<file path="src/rtl/blackbox_seq.sv">
// Nibble-serial sequencer for the dual-rail blackbox lane: spacer, settle, capture, reassemble.
// Operands are latched on accept; results are presented with a valid/ready handshake.
module blackbox_seq #(
  parameter int unsigned BIT_SIZE      = 4,
  parameter int unsigned WORD_W        = 32,
  parameter int unsigned SETTLE_CYCLES = 2,
  localparam int unsigned N            = WORD_W / BIT_SIZE,
  localparam int unsigned NIB_W        = (N > 1) ? $clog2(N) : 1
) (
  input  logic                wb_clk_i,
  input  logic                wb_rst_i,
  input  logic                in_valid,
  output logic                in_ready,
  input  logic [WORD_W-1:0]   in_x,
  input  logic [WORD_W-1:0]   in_k,
  output logic                out_valid,
  input  logic                out_ready,
  output logic [WORD_W-1:0]   out_s,
  output logic [BIT_SIZE-1:0] x_top,
  output logic [BIT_SIZE-1:0] x_bar_top,
  output logic [BIT_SIZE-1:0] k_top,
  output logic [BIT_SIZE-1:0] k_bar_top,
  input  logic [BIT_SIZE-1:0] s_top,
  output logic                busy,
  output logic [NIB_W-1:0]    nib_idx
);

  localparam int unsigned CNT_W = (SETTLE_CYCLES > 1) ? $clog2(SETTLE_CYCLES) : 1;
  localparam logic [CNT_W-1:0] CntLast = CNT_W'(SETTLE_CYCLES - 1);
  localparam logic [NIB_W-1:0] NibLast = NIB_W'(N - 1);

  if (WORD_W % BIT_SIZE != 0) begin : g_bad_word
    $error("WORD_W must be a multiple of BIT_SIZE");
  end
  if (SETTLE_CYCLES < 1) begin : g_bad_settle
    $error("SETTLE_CYCLES must be at least 1");
  end

  typedef enum logic [1:0] {StIdle, StSpacer, StEval, StDone} state_e;

  state_e              state_q;
  logic [WORD_W-1:0]   x_q;
  logic [WORD_W-1:0]   k_q;
  logic [CNT_W-1:0]    cnt_q;
  logic [BIT_SIZE-1:0] x_nib;
  logic [BIT_SIZE-1:0] k_nib;

  assign x_nib = x_q[nib_idx*BIT_SIZE +: BIT_SIZE];
  assign k_nib = k_q[nib_idx*BIT_SIZE +: BIT_SIZE];

  always_ff @(posedge wb_clk_i) begin
    if (wb_rst_i) begin
      state_q   <= StIdle;
      x_q       <= '0;
      k_q       <= '0;
      cnt_q     <= '0;
      in_ready  <= 1'b1;
      out_valid <= 1'b0;
      out_s     <= '0;
      busy      <= 1'b0;
      nib_idx   <= '0;
      x_top     <= '0;
      x_bar_top <= '0;
      k_top     <= '0;
      k_bar_top <= '0;
    end else begin
      unique case (state_q)
        StIdle: begin
          if (in_valid) begin
            x_q      <= in_x;
            k_q      <= in_k;
            out_s    <= '0;
            nib_idx  <= '0;
            in_ready <= 1'b0;
            busy     <= 1'b1;
            state_q  <= StSpacer;
          end
        end
        StSpacer: begin
          // Rails go live on this edge so the first EVAL cycle already carries data.
          cnt_q     <= '0;
          x_top     <= x_nib;
          x_bar_top <= ~x_nib;
          k_top     <= k_nib;
          k_bar_top <= ~k_nib;
          state_q   <= StEval;
        end
        StEval: begin
          if (cnt_q == CntLast) begin
            out_s[nib_idx*BIT_SIZE +: BIT_SIZE] <= s_top;
            x_top     <= '0;
            x_bar_top <= '0;
            k_top     <= '0;
            k_bar_top <= '0;
            if (nib_idx == NibLast) begin
              nib_idx   <= '0;
              out_valid <= 1'b1;
              state_q   <= StDone;
            end else begin
              nib_idx <= nib_idx + 1'b1;
              state_q <= StSpacer;
            end
          end else begin
            cnt_q <= cnt_q + 1'b1;
          end
        end
        StDone: begin
          if (out_ready) begin
            out_valid <= 1'b0;
            in_ready  <= 1'b1;
            busy      <= 1'b0;
            state_q   <= StIdle;
          end
        end
        default: state_q <= StIdle;
      endcase
    end
  end

endmodule
</file>
<file path="config.mk">
export PLATFORM = sky130hd
export DESIGN_NAME = blackbox_seq
export DESIGN_NICKNAME = d
export VERILOG_FILES = /design/src/rtl/blackbox_seq.sv
export SDC_FILE = /design/constraint.sdc
export NUM_CORES = 1
export LEC_CHECK = 0
export ABC_AREA = 1
export CAP_MARGIN = 0
export CELL_PAD_IN_SITES_DETAIL_PLACEMENT = 1
export CELL_PAD_IN_SITES_GLOBAL_PLACEMENT = 1
export CORE_ASPECT_RATIO = 0.6
export CORE_MARGIN = 2
export CORE_UTILIZATION = 30
export CTS_BUF_LIST = sky130_fd_sc_hd__clkbuf_8
export DETAILED_ROUTE_END_ITERATION = 16
export PLACE_DENSITY = 0.83
export RECOVER_POWER = 50
export SLEW_MARGIN = 40
export SYNTH_ARGS = -nofsm -noshare
export SYNTH_HDL_FRONTEND = slang
export SYNTH_SLANG_ARGS = --single-unit
</file>
<file path="constraint.sdc">
create_clock -name wb_clk_i -period 1.9 [get_ports wb_clk_i]
set_clock_uncertainty 0.05 [all_clocks]
set_input_delay 0.38 -clock wb_clk_i [delete_from_list [all_inputs] [get_ports wb_clk_i]]
set_output_delay 0.38 -clock wb_clk_i [all_outputs]
set_load 0.02 [all_outputs]
</file>
; Yosys cells after proc, flatten, opt, wreduce, memory -nomap -nowiden
; Cells that the tools add are included.
[classes]
n_addsub = 3
eq_ne = 8
shift = 4
mux = 29
bitwise = 2
reduce_logical = 11
[op_table]
columns = cell, n
row1 = $mux 32, 2
row2 = $pmux 32 s2, 1
row3 = $shiftx 32x6->4, 2
row4 = $neg 5->34, 1
row5 = $shift 4x34->32 const A, 1
row6 = $shiftx 4x34->32, 1
row7 = $bwmux 32, 1
row8 = $pmux 4 s2, 4
row9 = $mux 3, 3
row10 = $reduce_and 3->1, 3
row11 = $mux 2, 4
row12 = $ne 2x2->1 const B, 4
row13 = $not 4->4, 2
row14 = $pmux 1 s2, 4
row15 = $pmux 2 s4, 1
row16 = $reduce_bool 2->1, 4
row17 = $mux 1, 7
row18 = $pmux 3 s2, 1
row19 = $eq 2x2->1 const B, 2
row20 = $mux 4, 1
row21 = $reduce_and 2->1, 2
row22 = $reduce_and 4->1, 1
row23 = $add 3x1->3 const B, 1
row24 = $eq 3x3->1 const B, 1
row25 = other kinds (3), 3
[totals]
reg_bits = 121
input_bits = 72
output_inout_bits = 54
elab_cells = 70

; Logic depth before layout (Yosys ltp)
; Gate-level depths: netlist of run 1.
[logic_depth]
ltp_word = 5
ltp_mapped = 12
ltp_nobuf = 10

; Worst setup path before layout of run 1
; Ideal clock, no wire load.
[synth_timing]
path_type = register to register
startpoint = register nib_idx[0]
endpoint = register out_s[0]
setup_time_ps = 132
arrival_ps = 2065
required_ps = 1718
slack_ps = -347
stages_incl_launch_ff = 12
path_buffers = 2
synth_period_minus_slack_ps = 2247
path_cell_list = dfxtp_1 -> inv_2 -> buf_4 -> buf_4 -> ha_1 -> ha_1 -> inv_1 -> nand3_1 -> nor2_2 -> o21ai_1 -> nand2_1 -> a21oi_1
[synth_between]
elab_chain_len = 5
word_cells_on_any_way = 6
[synth_lines]
columns = element, line
row1 = from (decl), 25  ; output logic [NIB_W-1:0] nib_idx
row2 = from (signal assigned), 100  ; nib_idx <= nib_idx + 1'b1;
row3 = $neg 5->34 (*), 90  ; out_s[nib_idx*BIT_SIZE +: BIT_SIZE] <= s_top;
row4 = $shiftx 4x34->32 / $shift 4x34->32 (equally long branches), 90
row5 = $bwmux 32 (*), 90
row6 = $mux 32 (*), 89  ; if (cnt_q == CntLast) begin
row7 = $pmux 32 s2 (*), 67  ; unique case (state_q)
row8 = "to (signal, indexed assignment)", 90
row9 = to (decl), 18  ; output logic [WORD_W-1:0] out_s,
; Mark *: on every way between the ends. The rest lies on a longest branch, timed or not. The select of a mux whose other input is x is not followed.
; A chain may end at the register's enable or synchronous reset.

; Worst setup path in the final report of run 1
[layout_timing]
startpoint = register k_top[3]
endpoint = output port k_top[3]
[layout_rtl]
columns = element, line
row1 = from (decl), 21  ; output logic [BIT_SIZE-1:0] k_top,
row2 = from (signal assigned), 84  ; k_top <= k_nib;
; No word-level cell between the ends.

==> results of run 1 <==
-- timing repair --
action	in CTS	in global routing
buffers inserted	0	0
setup endpoints to repair	8	66
gates resized for setup	8	25
-- cell usage after synthesis, types with 2 or more instances --
cell / number / area [um^2]
nor2_8: 3 / 60.1
ha_1: 12 / 150
o21ai_0: 73 / 365
nand2_2: 7 / 43.8
buf_4: 6 / 45.0
inv_1: 83 / 312
nand3_2: 2 / 20.0
a21oi_2: 10 / 87.6
a21oi_1: 108 / 541
dfxtp_1: 121 / 2420
nand3_1: 105 / 526
buf_6: 5 / 56.3
clkbuf_1: 23 / 86.3
nor2_1: 24 / 90.1
buf_2: 11 / 55.1
inv_2: 4 / 15.0
nand2_1: 154 / 578
-- state kept, by name (all words and copies together) (netlist names) --
name,count
x_q,32
busy,1
k_bar_top,4
x_bar_top,4
out_valid,1
state_q,2
k_q,32
x_top,4
out_s,32
k_top,4
in_ready,1
cnt_q,1
nib_idx,3
-- worst reg2reg max path, stage by stage (launching register included) --
cell,delay [ns]
dfxtp_2,0.38
inv_1,0.09
ha_2,0.24
nand2_1,0.15
o21ai_2,0.12
nor2_8,0.14
buf_12,0.17
nand2_1,0.13
nand2_1,0.08
a21oi_1,0.06
-- layer usage --
| metal | track usage (%) | share of wire [%] | vias up |
|---|---|---|---|
| li1 | - | - | 2745 |
| met1 | 28.1 | 54 | 2599 |
| met2 | 28.2 | 41 | 139 |
| met3 | 4.87 | 5.1 | 7 |
| met4 | 3.25 | 0.50 | 0 |
| met5 | 0 | 0 | - |
-- cell usage in the layout (no fill, tap or decap), drive strengths merged --
| cell | synthesis | routed |
|---|---|---|
| a21oi | 118 | 118 |
| nor3 | 1 | 1 |
| nand4 | 1 | 1 |
| dfxtp | 121 | 121 |
| dlymetal6s2s | 0 | 16 |
| bufinv | 0 | 5 |
| o211ai | 1 | 1 |
| buf | 24 | 27 |
| o21ai | 76 | 76 |
| o211a | 1 | 1 |
| inv | 89 | 91 |
| clkinv | 0 | 5 |
| dlygate4sd2 | 0 | 8 |
| ha | 12 | 12 |
| nand2 | 161 | 161 |
| clkbuf | 23 | 18 |
| nor2 | 28 | 28 |
| clkinvlp | 0 | 2 |
| nand3 | 107 | 107 |
| clkdlybuf4s50 | 0 | 100 |
| and2 | 1 | 1 |
-- cell type report --
class | count | area share [%]
inverter | 89 | 4.50
multi-input combinational | 507 | 33.6
clock inverter | 14 | 2.87
clock buffer | 18 | 3.24
tap | 240 | 3.93
sequential | 121 | 31.8
timing repair buffer | 151 | 20.0
-- worst min-delay path by stage --
| stage | start | end | slack [ns] | cells past startpoint |
|---|---|---|---|---|
| 2_1_floorplan | x_q[4] | x_q[4] | 0.38 | 2 |
| 3_3_place_gp | x_q[5] | x_q[5] | 0.39 | 2 |
| 3_5_place_dp | x_q[24] | x_q[24] | 0.40 | 2 |
| 4_1_cts | x_q[28] | x_q[28] | 0.41 | 2 |
| 5_1_grt | k_q[31] | k_q[31] | 0.43 | 2 |
| 6_report | x_q[28] | x_q[28] | 0.41 | 2 |
-- power by group through the flow --
stage	logic, W	registers [W]	clock network, W
final	0.00490	0.00332	0.00274
after global placement	0.00472	0.00335	0
after global routing	0.00543	0.00337	0.00292
after detailed placement	0.00486	0.00338	0
after floorplan	0.00304	0.00353	0
after CTS	0.00485	0.00332	0.00280
-- kinds of logic (layout without fill, tap and decap cells) --
kind of cell             count (synthesis)  after routing  share of synthesized area, %
AND/OR/NAND/NOR                        299            299                          24.1
flip-flops                             121            121                          43.5
buffers and inverters                  137            272                          11.0
AO/OA/AOI/OAI                          196            196                          18.7
adder cells (fa/ha/maj)                 12             12                          2.70
-- metrics by stage --
step                      util, %  power, W  instances
after detailed placement     39.3   0.00824       1108
after global routing         42.2    0.0117       1140
after CTS                    41.8    0.0110       1140
final                        42.2    0.0110       1140
after floorplan                 -   0.00656        765
after global placement       39.3   0.00806       1108
==> metrics.md, run 1 <==
| Metric | Value |
|---|---|
| Post-synth net total | `849` |
| Bufs and invs on worst path | `1` |
| Die Y | `110 um` |
| Post-route setup slack | `0.0575 ns` |
| Initial antenna violation count | `0` |
| Worst EP required | `1.47 ns` |
| # DRC | `0` |
| Final hold slack | `0.406 ns` |
| Critical R2R Launch | `state_q[1]` |
| GRT Util Overall | `19.1%` |
| Synth Flop Type | `dfxtp_1` |
| Period utilization | `97.0%` |
| H-tree levels | `4` |
| Crit path max-delay family | `buffers and inverters` |
| Switching Share | `41.5%` |
| WP depth | `1` |
| Drt wl/cell | `16.0 um` |
| Max transition margin | `57.5%` |
| Placed cell areas | `0.00712 mm^2` |
| Setup slack, reg-to-reg | `0.14 ns` |
| Number of global-route vias before repair | `5536` |
| Crit path time final | `1.84 ns` |
| Reg2reg end | `out_s[27]` |
| CP arrival | `1.41 ns` |
| Chip width | `180 um` |
| GRT Residual Overflow | `0` |
| Crit path kind | `register to output pin` |
| Rows | `38` |
| Peak Freq | `0.543 GHz` |
| Comb power frac | `44.7%` |
| CP Max Fanout | `2` |
| Post-synth EDFFs | `0` |
| Sequential-to-total area share from yosys stat | `43.5%` |
| Async SR Flop Fraction | `0%` |
| Clock transition at path regs | `0.07 ns` |
| P_int | `0.00641 W` |
| Routed wire length | `18.2 mm` |
| CP Capture Point | `k_top[3]` |
| Worst slack, placed | `-0.118 ns` |
| Reg2Reg Depth | `9` |
| Reg power frac | `30.3%` |
| First-pass GRT wire length | `29.6 mm` |
| Initial DRC count | `369` |
| Outcome | `complete, no violations` |
| Critical Path Start Type | `register` |
| Clock sink count | `121` |
| TritonCTS clock tree | `yes` |
| Initial Utilization | `30.7%` |
| Synth unique cells | `31` |
| Final GP Congestion | `0.900` |
| Worst-Skew Late Latency | `0.43 ns` |
| Design area | `0.00764 mm^2` |
| Mapped Cells | `765` |
| Post-DP HPWL | `13.5 mm` |
| Vias/cell | `4.82` |
| Register Area | `0.00243 mm^2` |
| P per Cell Area | `1430 mW/mm^2` |
| Hold Violations, Final | `0` |
| Least-Margin Pin Slew | `0.637 ns` |
| Clock share of power | `25.0%` |
| Multi-input gate area | `0.00257 mm^2` |
| Net Switching | `0.00455 W` |
| Routed vias | `5490` |
| Core Footprint | `0.0181 mm^2` |
| # IOs | `126` |
| Slowest cell on crit path | `clkdlybuf4s50_1` |
| CTS Hold Bufs | `0` |
| Area Growth Syn to Fin | `37.3%` |
| VDD IR max | `0.000731 V` |
| Fillcell total | `2205` |
| Critical Path Max Stage Delay | `0.62 ns` |
| Number of diodes | `0` |
| Post-DRT Antenna Nets | `0` |
| Clock root buffer | `clkbuf_8` |
| Yosys reg bits | `121` |
| Final setup violating endpoints | `0` |
| CP Cell Sequence | `clkdlybuf4s50_1` |
| DR pass1 iterations | `5` |
| Die area | `0.0197 mm^2` |
| Max-cap viol count | `0` |
| Hold crit path type | `register to register` |
| Setup tns final | `0 ns` |
| CTS Buf Count | `17` |
| Clock Path Buffers | `2` |
| Worst Setup End Kind | `output pin` |
| Net count, final | `971` |
| Number of port buffers | `125` |
| Share of layout cells above drive strength 1 | `11.6%` |
| Synth Warn # | `0` |
| Crit path from | `k_top[3]` |
| Mapped Avg Cell Area | `7.28 um^2` |
| Largest net degree at the start of global routing | `53` |
| Final number of max-transition violations | `0` |
| Pleak | `3.31 nW` |
| Cell Area, Synth | `0.00557 mm^2` |
(Power assumes the default switching activity.)
==> run 2, diff against run 1 <==
Settings changed: ABC_CLOCK_PERIOD_IN_PS set to 1900.
==> results of run 2 <==
The final DEF is identical to that of run 1; final timing and power are the same.
